<file path="config.mk">
export PLATFORM = sky130hd
export DESIGN_NAME = alu_shift_seq
export DESIGN_NICKNAME = d
export VERILOG_FILES = /design/src/rtl/cv32e40p_pkg.sv /design/src/rtl/alu_shift_step.sv /design/src/rtl/alu_shift_seq.sv
export SDC_FILE = /design/constraint.sdc
export NUM_CORES = 1
export LEC_CHECK = 0
export CAP_MARGIN = 20
export CORE_UTILIZATION = 48
export CTS_CLUSTER_SIZE = 28
export DETAILED_ROUTE_END_ITERATION = 6
export PLACE_DENSITY = 0.82
export SLEW_MARGIN = 20
export SYNTH_ARGS = -nofsm -noshare
export SYNTH_HDL_FRONTEND = slang
export SYNTH_SLANG_ARGS = --single-unit
</file>
<file path="constraint.sdc">
create_clock -name clk -period 3.2 [get_ports clk]
set_input_delay 0.48 -clock clk [delete_from_list [all_inputs] [get_ports clk]]
set_output_delay 0.48 -clock clk [all_outputs]
set_load 0.02 [all_outputs]
</file>
<file path="src/rtl/cv32e40p_pkg.sv">
// +----------------------------------------------------------------------------+
// | cv32e40p_pkg: ALU operator encoding and EX-stage FSM enums/constants.       |
// | Rev 1.0                                                                    |
// +----------------------------------------------------------------------------+
`default_nettype none

package cv32e40p_pkg;

  localparam int ALU_OP_WIDTH = 7;

  typedef enum logic [ALU_OP_WIDTH-1:0] {
    ALU_AND = 7'b0010101,
    ALU_ADD = 7'b0011000,
    ALU_SUB = 7'b0011001,
    ALU_SRA = 7'b0100100,
    ALU_SRL = 7'b0100101,
    ALU_ROR = 7'b0100110,
    ALU_SLL = 7'b0100111,
    ALU_OR  = 7'b0101110,
    ALU_XOR = 7'b0101111
  } alu_opcode_e;

  localparam int SHIFT_AMT_W = 5;

  typedef enum logic [1:0] {
    IDLE  = 2'd0,
    SHIFT = 2'd1,
    DONE  = 2'd2
  } alu_shift_seq_state_e;

  function automatic logic is_shift_op(alu_opcode_e op);
    case (op)
      ALU_SLL, ALU_SRL, ALU_SRA, ALU_ROR: is_shift_op = 1'b1;
      default:                            is_shift_op = 1'b0;
    endcase
  endfunction

endpackage

`default_nettype wire

</file>
<file path="src/rtl/alu_shift_step.sv">
// +----------------------------------------------------------------------------+
// | alu_shift_step: one combinational shift/rotate iteration of up to STEP bits.|
// | Rev 1.0                                                                    |
// +----------------------------------------------------------------------------+
`default_nettype none

module alu_shift_step
  import cv32e40p_pkg::*;
#(
  parameter int STEP = 1
) (
  input  alu_opcode_e                     i_op,
  input  logic        [31:0]              i_data,
  input  logic        [$clog2(STEP+1)-1:0] i_amt,
  input  logic                            i_sign,
  output logic        [31:0]              o_data
);

  logic [31:0] w_srl;
  logic [31:0] w_fill_mask;

  // Bits vacated by a right shift, filled with the saved sign for SRA.
  always_comb begin
    w_srl       = i_data >> i_amt;
    w_fill_mask = ~(32'hFFFF_FFFF >> i_amt);
    case (i_op)
      ALU_SLL: o_data = i_data << i_amt;
      ALU_SRL: o_data = w_srl;
      ALU_SRA: o_data = w_srl | (w_fill_mask & {32{i_sign}});
      ALU_ROR: o_data = w_srl | (i_data << (6'd32 - 6'(i_amt)));
      default: o_data = i_data;
    endcase
  end

endmodule

`default_nettype wire

</file>
<file path="src/rtl/alu_shift_seq.sv">
// +----------------------------------------------------------------------------+
// | alu_shift_seq: iterative shift/rotate unit, STEP bits per cycle, with      |
// | valid/ready request and result handshakes.  Rev 1.0                        |
// +----------------------------------------------------------------------------+
`default_nettype none

module alu_shift_seq
  import cv32e40p_pkg::*;
#(
  parameter int STEP = 1
) (
  input  logic               clk,
  input  logic               rst_n,
  input  logic               flush_i,
  input  logic               valid_i,
  output logic               ready_o,
  input  alu_opcode_e        operator_i,
  input  logic        [31:0] operand_a_i,
  input  logic        [31:0] operand_b_i,
  output logic               valid_o,
  input  logic               ex_ready_i,
  output logic        [31:0] result_o,
  output logic               illegal_o,
  output logic               busy_o
);

  localparam int                     C_SW   = $clog2(STEP + 1);
  localparam logic [SHIFT_AMT_W-1:0] C_STEP = SHIFT_AMT_W'(STEP);

  alu_shift_seq_state_e   r_state;
  alu_opcode_e            r_op;
  logic [31:0]            r_data;
  logic [SHIFT_AMT_W-1:0] r_cnt;
  logic                   r_sign;
  logic                   r_illegal;

  logic [SHIFT_AMT_W-1:0] w_amt;
  logic [C_SW-1:0]        w_s;
  logic [31:0]            w_step_data;
  logic                   w_legal;
  logic                   w_unused_b;

  assign w_amt      = operand_b_i[SHIFT_AMT_W-1:0];
  assign w_unused_b = ^operand_b_i[31:SHIFT_AMT_W];
  assign w_legal    = is_shift_op(operator_i);
  assign w_s        = (r_cnt < C_STEP) ? r_cnt[C_SW-1:0] : C_STEP[C_SW-1:0];

  alu_shift_step #(
    .STEP (STEP)
  ) u_step (
    .i_op   (r_op),
    .i_data (r_data),
    .i_amt  (w_s),
    .i_sign (r_sign),
    .o_data (w_step_data)
  );

  // Flush wins over both handshakes; the in-flight request is simply dropped.
  always_ff @(posedge clk or negedge rst_n) begin
    if (!rst_n) begin
      r_state   <= IDLE;
      r_op      <= ALU_SLL;
      r_data    <= '0;
      r_cnt     <= '0;
      r_sign    <= 1'b0;
      r_illegal <= 1'b0;
    end else if (flush_i) begin
      r_state <= IDLE;
    end else begin
      case (r_state)
        IDLE: begin
          if (valid_i) begin
            r_op      <= operator_i;
            r_data    <= operand_a_i;
            r_cnt     <= w_amt;
            r_sign    <= operand_a_i[31];
            r_illegal <= !w_legal;
            r_state   <= (!w_legal || (w_amt == '0)) ? DONE : SHIFT;
          end
        end
        SHIFT: begin
          r_data <= w_step_data;
          r_cnt  <= r_cnt - SHIFT_AMT_W'(w_s);
          if (r_cnt <= C_STEP) begin
            r_state <= DONE;
          end
        end
        DONE: begin
          if (ex_ready_i) begin
            r_state <= IDLE;
          end
        end
        default: r_state <= IDLE;
      endcase
    end
  end

  assign ready_o   = (r_state == IDLE);
  assign valid_o   = (r_state == DONE);
  assign busy_o    = (r_state != IDLE);
  assign illegal_o = r_illegal && (r_state == DONE);
  assign result_o  = r_data;

endmodule

`default_nettype wire

</file>
After elaboration in Yosys (flattened, before gate mapping):

Index checks and enable logic that the tools add are counted.

* $add $sub $neg: 2
* order comparisons: 2
* equality and inequality tests: 15
* shift-type cells: 4
* multiplexer cells: 13
* bitwise operators: 5
* reductions and logical operators: 12

Operator list (count)
* $pmux 32 s4: 1
* $or 32x32->32: 2
* $pmux 32 s2: 1
* $eq 7x6->1 const B: 8
* $and 32x32->32: 1
* $mux 32: 1
* $not 32->32: 1
* $shl 32x1->32: 1
* $shl 32x6->32: 1
* $shr 32x1->32: 1
* $shr 32x1->32 const A: 1
* $mux 2: 5
* $pmux 5 s2: 1
* $reduce_and 3->1: 3
* $ne 3x3->1 const B: 2
* $pmux 2 s3: 1
* $sub 6x1->6 const A: 1
* $le 5x1->1 const B: 1
* $logic_not 5->1: 1
* $lt 5x1->1 const B: 1
* $mux 5: 1
* $ne 5x1->1 const B: 1
* $sub 5x1->5: 1
* $reduce_and 4->1: 1
* 12 further kinds: 14

* bits in registers: 48
* input port bits: 76
* output and inout port bits: 36

Logic depth before layout (Yosys ltp):

* depth in word-level cells: 9
* depth in mapped cells: 9
* gate-level depth less buffers: 8

Hierarchy:

Synthesis repeated with hierarchy kept, for this count alone.

* cell total of the unflattened synthesis: 331
* area, all modules: 3213.1 µm²

Modules (own cells, without submodules)
* alu_shift_seq: times used 1, cells an instance 254, area an instance 2253.4 µm²
* alu_shift_step: times used 1, cells an instance 77, area an instance 959.7 µm²

Worst setup path before layout:

Ideal clock, no wire load.

* path type: reg2reg
* start point: reg r_cnt[4]
* end point: reg r_data[24] (netlist: result_o[24])
* setup time: 0.082 ns
* data arrival time: 1.698 ns
* required time: 3.118 ns
* path slack: 1.420 ns
* cell stages (with the launch flop): 8
* buffers on the path: 2
* cell sequence: dfrtp_1 -> or3_1 -> buf_6 -> o2111ai_4 -> buf_6 -> o221a_1 -> o21ai_1 -> a31oi_1

* longest elaborated chain between the ends: 8
* elaborated cells on any way between the ends: 13
* classes of those cells: 1 x add/sub; 1 x order compare; 4 x shift; 3 x mux; 4 x bitwise

RTL lines
* start: declaration: line alu_shift_seq.sv:33 `logic [SHIFT_AMT_W-1:0] r_cnt;`
* start signal: assignment: line alu_shift_seq.sv:75 `r_cnt <= w_amt;`
* start signal: assignment: line alu_shift_seq.sv:83 `r_cnt <= r_cnt - SHIFT_AMT_W'(w_s);`
* $lt 5x1->1 (*): line alu_shift_seq.sv:46 `assign w_s = (r_cnt < C_STEP) ? r_cnt[C_SW-1:0] : C_STEP[C_SW-1:0];`
* $mux 1 (*): line alu_shift_seq.sv:46
* branches (longest 4 deep; another with $sub 6x1->6)
* $pmux 32 s4 (*): line alu_shift_step.sv:26 `case (i_op)`
* $pmux 32 s2 (*): line alu_shift_seq.sv:70 `case (r_state)`
* end signal: assignment: line alu_shift_seq.sv:74 `r_data <= operand_a_i;`
* end signal: assignment: line alu_shift_seq.sv:82 `r_data <= w_step_data;`
* end: declaration: line alu_shift_seq.sv:32 `logic [31:0] r_data;`

Mark *: on every way between the ends.
A chain may end at the register's enable or synchronous reset.

Worst setup path after layout:

* start point: reg r_state[1]
* end point: out ready_o

* longest elaborated chain between the ends: 1

RTL lines
* start: declaration: line alu_shift_seq.sv:30 `alu_shift_seq_state_e r_state;`
* start signal: assignment: line alu_shift_seq.sv:78 `r_state <= (!w_legal || (w_amt == '0)) ? DONE : SHIFT;`
* $logic_not 2->1: line alu_shift_seq.sv:98 `assign ready_o = (r_state == IDLE);`
* end: declaration: line alu_shift_seq.sv:16 `output logic ready_o,`

No other way between the ends.

==> results.md <==
- Outcome: complete, no violations
- Fmax: 435.0 MHz
- Synth unique cells: 48
- Share of cells above drive strength 1: 0.1355
- Worst r2r dst: result_o[9]$_DFFE_PN0P_
- Worst Path Buf+Inv: 2
- Max clock buf depth: 2
- Iteration count of the initial detailed-routing pass: 5
- # port buffers: 84
- Synth Area per Inst: 8.940 sq um
- Synth warn: 0
- Register-to-register setup slack: 0.92 ns
- Antenna Cells: 0
- First-pass GRT wire length: 13.61 mm
- Crit path launch type: register
- Core Area: 0.005991 sq mm
- Final hold viol count: 0
- Vias: 3043
- Max-capacitance violation count: 0
- Drt wl/cell: 17.14 um
- Die ar.: 0.006598 sq mm
- Crit path launch: r_state[1]$_DFFE_PN0P_
- RSZ-0062 raised after global routing: no
- Max IR drop VDD: 0.0002653 V
- TritonCTS Buffers: 5
- Final ANT Viol Nets: 0
- Post-synth EDFFs: 0
- Post-synthesis net count: 414
- CP Capture Type: output port
- Largest net degree at the start of global routing: 49
- Cell depth of the worst setup path: 3
- CP required: 2.72 ns
- Post-route DRC: 0
- Num ports: 112
- Post-layout min period: 2.299 ns
- Period utilisation layout: 0.7183
- Final setup violation count: 0
- Crit path max-delay family: buffers and inverters
- Post-CTS Resized: 0
- Clock-pin slew on the worst setup and hold paths: 0.10 ns
- GRT Util Overall: 0.2649
- Die X: 81.23 um
- Async S/R FF share, synth: 1.000
- CP max FO: 10
- Layout overhead on the synthesized area: 30.73%
- CTS tree: done
- CTS sink count: 48
- Power per cell area: 533.6 mW/mm^2
- Register bit count reported by yosys: 48
- Fin nets: 482
- Crit path to: ready_o
- Critical path data arrival time: 1.82 ns
- Synth Instances: 337
- Worst skew pair latency: 0.31 ns
- Sequential area share after synthesis: 0.4003
- Post-DP HPWL: 5.384 mm
- Total Wirelength: 8.245 mm
- Final core occ: 0.6575
- Crit-path slowest cell: clkdlybuf4s50_1
- Die H: 81.23 um
- Synthesized cell area: 0.003013 sq mm
- Placed cell area: 0.003821 sq mm
- Static leakage: 1.447 nW
- TNS Setup: 0 ns
- Post-CTS Hold Fix Bufs: 0
- Setup bufs post-CTS: 0
- Iteration-0 DRC Markers: 253
- Via/cell ratio: 6.326
- Root buffer cell: clkbuf_8
- Post-layout instance area: 0.003939 sq mm
- Hold Path Class: in -> async
- Row Count: 28
- Worst stage delay on the critical path: 0.59 ns
- R2R cell count: 5
- Final global-route overflow total: 0
- Initial antenna violation count: 0
- Vias in the first global route: 2783
- Worst Tran Pin Value: 0.6506 ns
- Rel. slew slack: 0.5663
- Starting Density: 0.5029
- Slew Limit Fails: 0
- H-tree depth: 2
- Placer Congestion: 0.8056
- Crit path kind: reg -> out
- R2R Path Start: r_cnt[4]$_DFFE_PN0P_
- Top FF cell, synth: dfrtp_1
- Clk_skew: 0.01279 ns
- Worst-path cell chain: or2_2 > inv_1 > clkdlybuf4s50_1
-- worst min-delay path by stage --
| stage | start | endpoint | cells past startpoint |
|---|---|---|---|
| floorplan | rst_n | r_cnt[0]$_DFFE_PN0P_ | 0 |
| global placement | r_sign$_DFFE_PN0P_ | r_sign$_DFFE_PN0P_ | 1 |
| detailed placement | r_sign$_DFFE_PN0P_ | r_sign$_DFFE_PN0P_ | 1 |
| CTS | rst_n | r_illegal$_DFFE_PN0P_ | 1 |
| global route | rst_n | r_illegal$_DFFE_PN0P_ | 1 |
| finish | rst_n | r_state[0]$_DFFE_PN0P_ | 1 |
-- registers in the layout (all words and copies together), names as in the netlist --
name,flops
r_illegal,1
r_sign,1
r_op,7
r_cnt,5
result_o,32
r_state,2
-- worst reg2reg max path, cell delays in order, from the launching register on --
cell and delay [ns]:
dfrtp_1 0.42, or3_1 0.51, o2111ai_4 0.59, a21oi_2 0.33, o2bb2ai_1 0.21, a31oi_1 0.14
-- routing by layer --
metal,global-route usage,vias up,wire [um]
met5,0,-,0
li1,-,1427,-
met3,0.03034,12,545
met2,0.4361,141,4082
met1,0.3636,1463,3512
met4,0.08214,0,104
-- synthesized netlist by cell type, types with 5 or more instances --
library cell	instances	area (sq um)
o21ai_1	10	50.05
o221a_2	17	191.4
o21ai_0	49	245.2
buf_2	7	35.03
buf_6	5	56.30
o22ai_1	17	106.4
a31oi_1	20	125.1
nand2_1	37	138.9
mux2_2	8	90.09
nor2_1	26	97.59
clkbuf_1	15	56.30
a21oi_1	11	55.05
o22a_1	10	87.58
dfrtp_1	44	1101
o221a_1	9	101.4
-- kinds of logic after synthesis --
kind of cell / share of synthesized area
compound gates: 0.3609
fa+ha+maj: 0.004152
buf+inv: 0.07142
flops: 0.4003
mux: 0.03655
simple gates: 0.1267
-- layout by cell type (no fill, tap or decap), types with 10 or more instances in the layout --
cell,count
nand2_1,37
a31oi_1,20
buf_4,10
clkdlybuf4s50_1,83
dfrtp_1,44
o22ai_1,17
o21ai_1,10
nor2_1,26
o22a_1,10
o21ai_0,49
o221a_2,17
-- metrics by stage --
stage | hold WS [ns] | instances | power, mW | setup WS (ns)
global placement | 0.4902 | 473 | 1.632 | 0.7423
floorplan | 0.1844 | 337 | 1.305 | 1.420
CTS | 0.4082 | 481 | 2.098 | 0.6094
detailed placement | 0.5009 | 473 | 1.650 | 0.6762
finish | 0.1791 | 481 | 2.102 | 0.9014
global route | 0.2245 | 481 | 2.214 | 0.7785
-- where the power goes --
part           internal (mW)  total (mW)  switching [mW]
logic                  0.380       0.751           0.372
clock network          0.232       0.453           0.221
registers              0.735       0.897           0.163
total                   1.35        2.10           0.756
-- layout make-up --
type,count,area (sq um)
Sequential cell,48,1206
Clock buffer,5,68.82
Timing Repair Buffer,93,905.9
Tap cell,75,93.84
Fill cell,500,2052
Multi-Input combinational cell,253,1607
Clock inverter,3,42.54
Inverter,4,15.01
(Power assumes the default switching activity.)
